## config.mk

```make
export PLATFORM = sky130hd
export DESIGN_NAME = b07_trace_recorder
export DESIGN_NICKNAME = d
export VERILOG_FILES = /design/src/rtl/b07_trace_pkg.sv /design/src/rtl/trace_fifo.sv /design/src/rtl/b07_trace_recorder.sv
export SDC_FILE = /design/constraint.sdc
export NUM_CORES = 1
export LEC_CHECK = 0
export ABC_CLOCK_PERIOD_IN_PS = 4700
export CAP_MARGIN = 15
export CORE_MARGIN = 5
export CORE_UTILIZATION = 35
export CTS_CLUSTER_SIZE = 16
export DETAILED_ROUTE_END_ITERATION = 7
export GPL_TIMING_DRIVEN = 0
export MAX_ROUTING_LAYER = met4
export PLACE_DENSITY = 0.54
export SLEW_MARGIN = 5
export SYNTH_ARGS = -nofsm -noshare
export SYNTH_HDL_FRONTEND = slang
export SYNTH_SLANG_ARGS = --single-unit
```

## constraint.sdc

```tcl
create_clock -name clock -period 4.7 [get_ports clock]
set_clock_uncertainty 0.05 [all_clocks]
set_input_delay 0.705 -clock clock [delete_from_list [all_inputs] [get_ports clock]]
set_output_delay 0.705 -clock clock [all_outputs]
set_load 0.005 [all_outputs]
```

## src/rtl/b07_trace_pkg.sv

```systemverilog
// Shared types and default widths for the b07 trace recorder.
//   trace_entry_t : one recorded change {data, stamp} at default widths
//   rec_state_t   : recorder window state
package b07_trace_pkg;

  localparam int unsigned DEF_DATA_W  = 8;
  localparam int unsigned DEF_STAMP_W = 16;
  localparam int unsigned DEF_DEPTH   = 16;

  typedef struct packed {
    logic [DEF_DATA_W-1:0]  data;
    logic [DEF_STAMP_W-1:0] stamp;
  } trace_entry_t;

  typedef enum logic {
    IDLE    = 1'b0,
    CAPTURE = 1'b1
  } rec_state_t;

endpackage

```

## src/rtl/trace_fifo.sv

```systemverilog
// Synchronous show-ahead FIFO of trace entries.
//   clock, reset : rising-edge clock, synchronous active-high reset
//   push/wr_entry: write request (taken if not full, or if a pop happens too)
//   pop          : remove head entry (ignored when empty)
//   flush        : discard all entries
//   rd_entry     : head entry, zero when empty
//   full, empty, count : occupancy
module trace_fifo
  import b07_trace_pkg::*;
#(
  parameter type         ENTRY_T = trace_entry_t,
  parameter int unsigned DEPTH   = DEF_DEPTH
) (
  input  logic                     clock,
  input  logic                     reset,
  input  logic                     push,
  input  logic                     pop,
  input  logic                     flush,
  input  ENTRY_T                   wr_entry,
  output ENTRY_T                   rd_entry,
  output logic                     full,
  output logic                     empty,
  output logic [$clog2(DEPTH):0]   count
);

  localparam int unsigned AW = $clog2(DEPTH);

  ENTRY_T      mem [DEPTH];
  logic [AW:0] wr_ptr;
  logic [AW:0] rd_ptr;
  logic        do_push;
  logic        do_pop;

  // Extra MSB on each pointer tells full (MSBs differ) from empty (equal).
  assign empty   = (wr_ptr == rd_ptr);
  assign full    = (wr_ptr[AW] != rd_ptr[AW]) && (wr_ptr[AW-1:0] == rd_ptr[AW-1:0]);
  assign count   = wr_ptr - rd_ptr;
  assign do_pop  = pop & ~empty;
  assign do_push = push & (~full | do_pop);

  always_ff @(posedge clock) begin
    if (reset || flush) begin
      wr_ptr <= '0;
      rd_ptr <= '0;
    end else begin
      if (do_push) wr_ptr <= wr_ptr + 1'b1;
      if (do_pop)  rd_ptr <= rd_ptr + 1'b1;
    end
  end

  always_ff @(posedge clock) begin
    if (!reset && !flush && do_push) mem[wr_ptr[AW-1:0]] <= wr_entry;
  end

  assign rd_entry = empty ? ENTRY_T'('0) : mem[rd_ptr[AW-1:0]];

endmodule

```

## src/rtl/b07_trace_recorder.sv

```systemverilog
// Response recorder: during a capture window, stores each change of the
// sampled bus with a saturating cycle stamp into a show-ahead FIFO.
//   clock, reset          : rising-edge clock, synchronous active-high reset
//   arm / stop            : start (or restart) / end the capture window
//   sample, sample_en     : observed bus value and its qualifier
//   rd_valid/rd_data/rd_stamp/rd_ready : valid/ready read port of the FIFO head
//   capturing             : window open
//   overflow              : sticky, a change was dropped on a full FIFO
//   count                 : entries held
module b07_trace_recorder
  import b07_trace_pkg::*;
#(
  parameter int unsigned DATA_W  = DEF_DATA_W,
  parameter int unsigned DEPTH   = DEF_DEPTH,
  parameter int unsigned STAMP_W = DEF_STAMP_W
) (
  input  logic                       clock,
  input  logic                       reset,
  input  logic                       arm,
  input  logic                       stop,
  input  logic [DATA_W-1:0]          sample,
  input  logic                       sample_en,
  output logic                       rd_valid,
  output logic [DATA_W-1:0]          rd_data,
  output logic [STAMP_W-1:0]         rd_stamp,
  input  logic                       rd_ready,
  output logic                       capturing,
  output logic                       overflow,
  output logic [$clog2(DEPTH+1)-1:0] count
);

  typedef struct packed {
    logic [DATA_W-1:0]  data;
    logic [STAMP_W-1:0] stamp;
  } entry_t;

  localparam logic [STAMP_W-1:0] STAMP_MAX = '1;

  rec_state_t          state_q;
  rec_state_t          state_d;
  logic                clear;
  logic                rec_window;
  logic [STAMP_W-1:0]  stamp_q;
  logic [DATA_W-1:0]   last_q;
  logic                have_last_q;
  logic                candidate;
  logic                pop;
  logic                full;
  logic                empty;
  logic                push_ok;
  entry_t              wr_entry;
  entry_t              rd_entry;

  always_ff @(posedge clock) begin
    if (reset) state_q <= IDLE;
    else       state_q <= state_d;
  end

  // arm takes priority over stop; the arm and stop cycles never record.
  always_comb begin
    state_d    = state_q;
    clear      = 1'b0;
    rec_window = 1'b0;
    case (state_q)
      IDLE: begin
        if (arm) begin
          state_d = CAPTURE;
          clear   = 1'b1;
        end
      end
      CAPTURE: begin
        if (arm)       clear   = 1'b1;
        else if (stop) state_d = IDLE;
        else           rec_window = 1'b1;
      end
      default: state_d = IDLE;
    endcase
  end

  assign capturing = (state_q == CAPTURE);
  assign rd_valid  = ~empty;
  assign pop       = rd_valid & rd_ready;
  assign candidate = rec_window & sample_en & (~have_last_q | (sample != last_q));
  assign push_ok   = candidate & (~full | pop);
  assign wr_entry  = '{data: sample, stamp: stamp_q};
  assign rd_data   = rd_entry.data;
  assign rd_stamp  = rd_entry.stamp;

  always_ff @(posedge clock) begin
    if (reset || clear) begin
      stamp_q     <= '0;
      have_last_q <= 1'b0;
      last_q      <= '0;
      overflow    <= 1'b0;
    end else begin
      if (rec_window && stamp_q != STAMP_MAX) stamp_q <= stamp_q + 1'b1;
      // last tracks every change, even dropped ones, so none is reported twice
      if (candidate) begin
        last_q      <= sample;
        have_last_q <= 1'b1;
      end
      if (candidate && !push_ok) overflow <= 1'b1;
    end
  end

  trace_fifo #(
    .ENTRY_T (entry_t),
    .DEPTH   (DEPTH)
  ) u_fifo (
    .clock    (clock),
    .reset    (reset),
    .push     (push_ok),
    .pop      (pop),
    .flush    (clear),
    .wr_entry (wr_entry),
    .rd_entry (rd_entry),
    .full     (full),
    .empty    (empty),
    .count    (count)
  );

endmodule
```

## Yosys cells after proc, flatten, opt, wreduce, memory -nomap -nowiden

Memories as Yosys holds them, arrays and structs flattened. A register that Yosys moved wholly into a read port is not among the register bits.
Index checks and enable logic that the tools add are counted.

- Bits in writable memories: 384
- Input port bits: 14
- Memories: 1
- Bits in registers: 37
- Output and inout port bits: 32
- Logic and storage cells: 50

Memories:

| name | depth | width | rd ports | clocked after Yosys merged registers in | wr ports | RTL line | source |
|---|---|---|---|---|---|---|---|
| u_fifo.mem | 16 | 24 | 1 | 1 | 1 | trace_fifo.sv:28 | `ENTRY_T mem [DEPTH];` |

- Mux-type cells: 11
- Reductions and logical operators: 9
- $add $sub $neg: 4
- Eq/ne operators: 5
- Bitwise gates (word level): 13

Operators by type and width:

| cell | number |
|---|---|
| 24-bit two-way mux | 1 |
| 16-bit by 1-bit adder with 16-bit output (second input constant) | 1 |
| 16-bit inequality test (second input constant) | 1 |
| 5-bit by 1-bit adder with 5-bit output (second input constant) | 2 |
| 4-bit two-way mux | 2 |
| 8-bit inequality test | 1 |
| 1-bit two-way mux | 7 |
| 1-bit bitwise AND | 6 |
| 5-bit == test | 1 |
| 1-bit logical AND | 5 |
| 5-bit subtractor | 1 |
| 4-bit == test | 1 |
| 1-bit NOT | 4 |
| 1-bit zero test | 3 |
| 1-bit OR | 3 |
| 1-bit one-hot mux with 2 select lines | 1 |
| 1-bit logical OR | 1 |
| 1-bit inequality test | 1 |

## Logic depth before layout (Yosys ltp)

- Word-level depth: 10
- Depth in mapped cells: 8
- Mapped depth without buffers: 7

## By module

From an unflattened synthesis, not the netlist that was laid out.

- Cell total of the unflattened synthesis: 859
- Area, all modules: 16945.0 um2

By module, submodules not included:

| module | sequential area each (um2) | cells each | times used | area an instance (um2) |
|---|---|---|---|---|
| trace_fifo | 11811.3 | 695 | 1 | 15558.7 |
| b07_trace_recorder | 540.5 | 164 | 1 | 1386.3 |

## Least setup slack after synthesis

Ideal clock, no wire load.

- Kind: input -> register
- Start point: input arm
- End point: memory u_fifo.mem[11][0] in the netlist's numbering, enable pin
- Arrival time: 3.504 ns
- Required time: 4.215 ns
- Library setup time: 0.435 ns
- Setup slack: 0.711 ns
- Buffers on the path: 2
- Cell stages on the path: 7
- Cells stage by stage: nor3b_2 > and2_1 > buf_2 > o31a_1 > buf_2 > nand3_1 > nor3_1

- Word-level cells in the longest chain between the ends: 9
- Elaborated cells on any way between the ends: 12
- Classes of those cells: mux: 5; bitwise: 4; reduce/logical: 3

Ends and longest elaborated chain:

| item | RTL line | source |
|---|---|---|
| start, declared | b07_trace_recorder.sv:19 | `input logic arm,` |
| 1-bit two-way mux | b07_trace_recorder.sv:72 | `if (arm) clear = 1'b1;` |
| 1-bit two-way mux | b07_trace_recorder.sv:64 | `case (state_q)` |
| 1-bit bitwise AND (2 in series) | b07_trace_recorder.sv:83 | `assign candidate = rec_window & sample_en & (~have_last_q \| (sample != last_q));` |
| 1-bit bitwise AND | b07_trace_recorder.sv:84 | `assign push_ok = candidate & (~full \| pop);` |
| 1-bit bitwise AND | trace_fifo.sv:39 | `assign do_push = push & (~full \| do_pop);` |
| 1-bit logical AND (*) | trace_fifo.sv:52 | `if (!reset && !flush && do_push) mem[wr_ptr[AW-1:0]] <= wr_entry;` |
| 1-bit two-way mux (*) | trace_fifo.sv:52 |  |
| 1-bit two-way mux (not written as such) (*) | trace_fifo.sv:52 |  |
| end, declared | trace_fifo.sv:28 |  |

Every way passes the cells marked *; elsewhere a longest branch is shown, timed or not.

==> reports/metrics.csv <==
stage,metric,value,unit
placed_design,port_buffers,45,
grt,globalRoute.totalOverflow,0,
timing,timing_worst_slew_pin_value,1.06,ns
setup_path,critPathCaptureType,primary output,
floorplan,ios,46,
grt,grt_pass1_wl,57.9,mm
grt,initial_antenna_violation_count,0,
clock_tree,tritoncts,yes,
drt,drt_pre_antenna_iters,5,
grt,groute.usage.overall,0.153,
hold_path,hold_crit_start,last_q[0]$_SDFFE_PP0P_,
cells_and_area,area_growth_syn_to_layout,17.4,%
synth,synth_sequential_area_ratio,0.740,
cells_and_area,final_nets,946,
timing,timing.final.ws_setup,0.178,ns
setup_path,worstSetupStartpointType,register,
synth,post_synth_mux_area_share,0.163,
power,total_power,0.00749,W
cells_and_area,antenna_cells,0,
hold_path,min_delay_path_depth,2,
synth,synth-adder-area-share,0.00869,
synth,mappedNetlistNets,840,
synth,simple_gate_portion_of_the_synthesized_area,0.0441,
drt,routed_antenna_nets,0,
setup_path,worstRegToRegCells,9,
power,vdd_drop_max,0.000214,V
hold_path,worstHoldPathType,register to register,
setup_path,r2r-end,u_fifo.mem[11][14]$_DFFE_PP_,
synth,syn_inst,815,
clock_tree,clock_transition_at_the_registers_of_the_reported_paths,0.06,ns
timing,final_worst_hold_slack,0.420,ns
setup_path,register_to_register_setup_slack,1.15,ns
outcome,outcome,"complete, no violations",
clock_tree,cts-root-buf,clkbuf_16,
drt,via_count,8118,
timing,max_clk_rate,221,MHz
synth,mappedNetlistArea,0.0167,sq mm
placed_design,dp_worst_setup_slack,0.226,ns
placed_design,place_hpwl,24.4,mm
cells_and_area,drive_above_1_share,0.242,
timing,hold_viol_final,0,
clock_tree,numClockSinks,425,
grt,grt.met2_usage,0.249,
synth,synthFlopType,edfxtp_1,
floorplan,die_area,0.0522,sq mm
power,cellLeakagePower,6.04,nW
setup_path,worst-endpoint-required,3.94,ns
grt,grt_start_max_net_pins,25,
floorplan,core_area,0.0474,sq mm
cells_and_area,layout.cells.most_common,edfxtp_1,
setup_path,worst_ep_arrival_time,3.77,ns
placed_design,gp_routability_congestion,0.735,
power,power_density,382,mW/mm^2
synth,number_of_synthesized_register_bits,425,
timing,timing.final.max_slew_violations,0,
synth,ys_async_rst_share,0,
drt,routed_wl,38.9,mm
clock_tree,clock_tree.buffer_depth,3,
synth,synth.distinct_cells,41,
drt,wl_per_cell,24.8,um
cells_and_area,final_core_util,0.413,
cells_and_area,fill_cells,4211,
clock_tree,ctsHtreeMaxLevel,2,
cells_and_area,layout_common_cells,"edfxtp_1, mux4_2, clkbuf_16, clkdlybuf4s50_1, dfxtp_1",
clock_tree,numCtsBuffers,43,
timing,timing.final.setup_violations,0,
timing,grt_setup_unrepaired,no,
hold_path,timing.hold.worst_endpoint,last_q[0]$_SDFFE_PP0P_,
timing,max_slew_margin,0.290,
synth,yosys.area_share.xor_xnor,0.0136,
clock_tree,postCtsSetupRepairBufs,0,
grt,grtUsageMet3,0.0205,
grt,use_met1,0.211,
synth,synth_top_family_by_area,multiplexers,
flow_run,timing.max_cap.violations,0,
clock_tree,worstSkewPairLatency,0.54,ns
floorplan,dieWidth,228,um
synth,number_of_enable_flip_flop_cells_after_synthesis,384,
grt,grt_pass1_vias,8609,
drt,avgViaCountPerCell,5.18,
synth,synth-compound-area-share,0.0158,
setup_path,reg2reg_from,capturing$_SDFF_PP0_,
synth,syn_area_per_cell,20.5,sq um
grt,most_used_routing_layer_in_global_routing,met2,
floorplan,placementRows,80,
timing,fin_crit_sh,0.962,
floorplan,initial_utilization,0.352,
timing,period_needed,4.52,ns
timing,final.setup.tns,0,ns
setup_path,critical_path_peak_fanout,10,
synth,yosysWarnings,0,
setup_path,timing.setup.critical_path_class,register to primary output,
drt,detail_route.drc_violations,0,
drt,drtIter0Drc,624,
floorplan,dieHeight,228,um
metal layers:
metal,up-vias,wire [um]
met5,-,0
met4,0,559
met3,45,1410
met2,149,19200
met1,4364,17700
li1,3560,-
registers in the layout, summed over array words and instances (netlist names), named ones only:
register	flops
capturing	1
have_last_q	1
last_q	8
overflow	1
stamp_q	16
u_fifo.mem	384
u_fifo.rd_ptr	5
u_fifo.wr_ptr	5
synthesized netlist by cell type (7+ instances only):
| cell | count | share of area |
|---|---|---|
| dfxtp_1 | 41 | 0.049 |
| ha_1 | 10 | 0.0075 |
| edfxtp_1 | 384 | 0.69 |
| nand3_1 | 9 | 0.0027 |
| and2_1 | 28 | 0.010 |
| xnor2_1 | 15 | 0.0079 |
| mux4_2 | 120 | 0.16 |
| nand2_1 | 30 | 0.0067 |
| o21a_1 | 7 | 0.0031 |
| inv_1 | 12 | 0.0027 |
| nor2_1 | 28 | 0.0063 |
| a21oi_1 | 10 | 0.0030 |
| clkbuf_1 | 15 | 0.0034 |
| nand4_1 | 10 | 0.0037 |
| buf_2 | 11 | 0.0033 |
| and3_1 | 21 | 0.0079 |
| xor2_1 | 11 | 0.0058 |
logic make-up after synthesis:
family,Yosys count
buffers and inverters,50
AOI/OAI and AO/OA,40
DFF,425
and+or+nand+nor,141
xor gates and xnor gates,26
adders and majority gates,11
muxes,122
area by class of cell:
type | instances | area [sq um] | area share
clock buffer | 51 | 1150 | 0.0586
timing repair buffer | 61 | 727 | 0.0371
inverter | 12 | 45.0 | 0.00230
sequential | 425 | 12400 | 0.630
buffer | 38 | 211 | 0.0108
tap | 615 | 769 | 0.0393
clock inverter | 26 | 218 | 0.0111
multi-input combinational | 340 | 4130 | 0.211
power breakdown:
group	switching, W	internal (W)	leakage (nW)	total, W
Sequential	0.00000201	0.00408	3.78	0.00408
Combinational	0.0000460	0.0000277	1.58	0.0000737
Clock	0.00138	0.00196	0.674	0.00334
Total	0.00143	0.00606	6.04	0.00749
per-stage QoR:
step / instance area [sq um] / instances
finish: 19600 / 1568
global route: 19600 / 1568
CTS: 19600 / 1567
detailed placement: 18200 / 1490
global placement: 17900 / 1475
floorplan: 16700 / 815
worst max-delay path, cell delays in order (launching register included):
cell,delay [ns]
dfxtp_1,0.31
clkbuf_1,0.29
buf_2,0.35
buf_1,0.70
mux4_2,0.41
mux4_2,0.53
and2_1,0.18
clkdlybuf4s50_1,0.44
worst max path at each step:
stage	start	cells past startpoint	to
6_report	register	7	rd_data[3]
5_1_grt	register	7	rd_stamp[0]
4_1_cts	register	7	rd_stamp[13]
3_5_place_dp	arm	10	u_fifo.mem[11][12]$_DFFE_PP_
3_3_place_gp	arm	8	u_fifo.mem[11][10]$_DFFE_PP_
2_1_floorplan	arm	7	u_fifo.mem[11][0]$_DFFE_PP_
timing repair:
action	4_1_cts	5_1_grt
hold buffers	0	0
endpoints found under the setup margin	5	11
resized for setup	2	4
(Power assumes the default switching activity.)
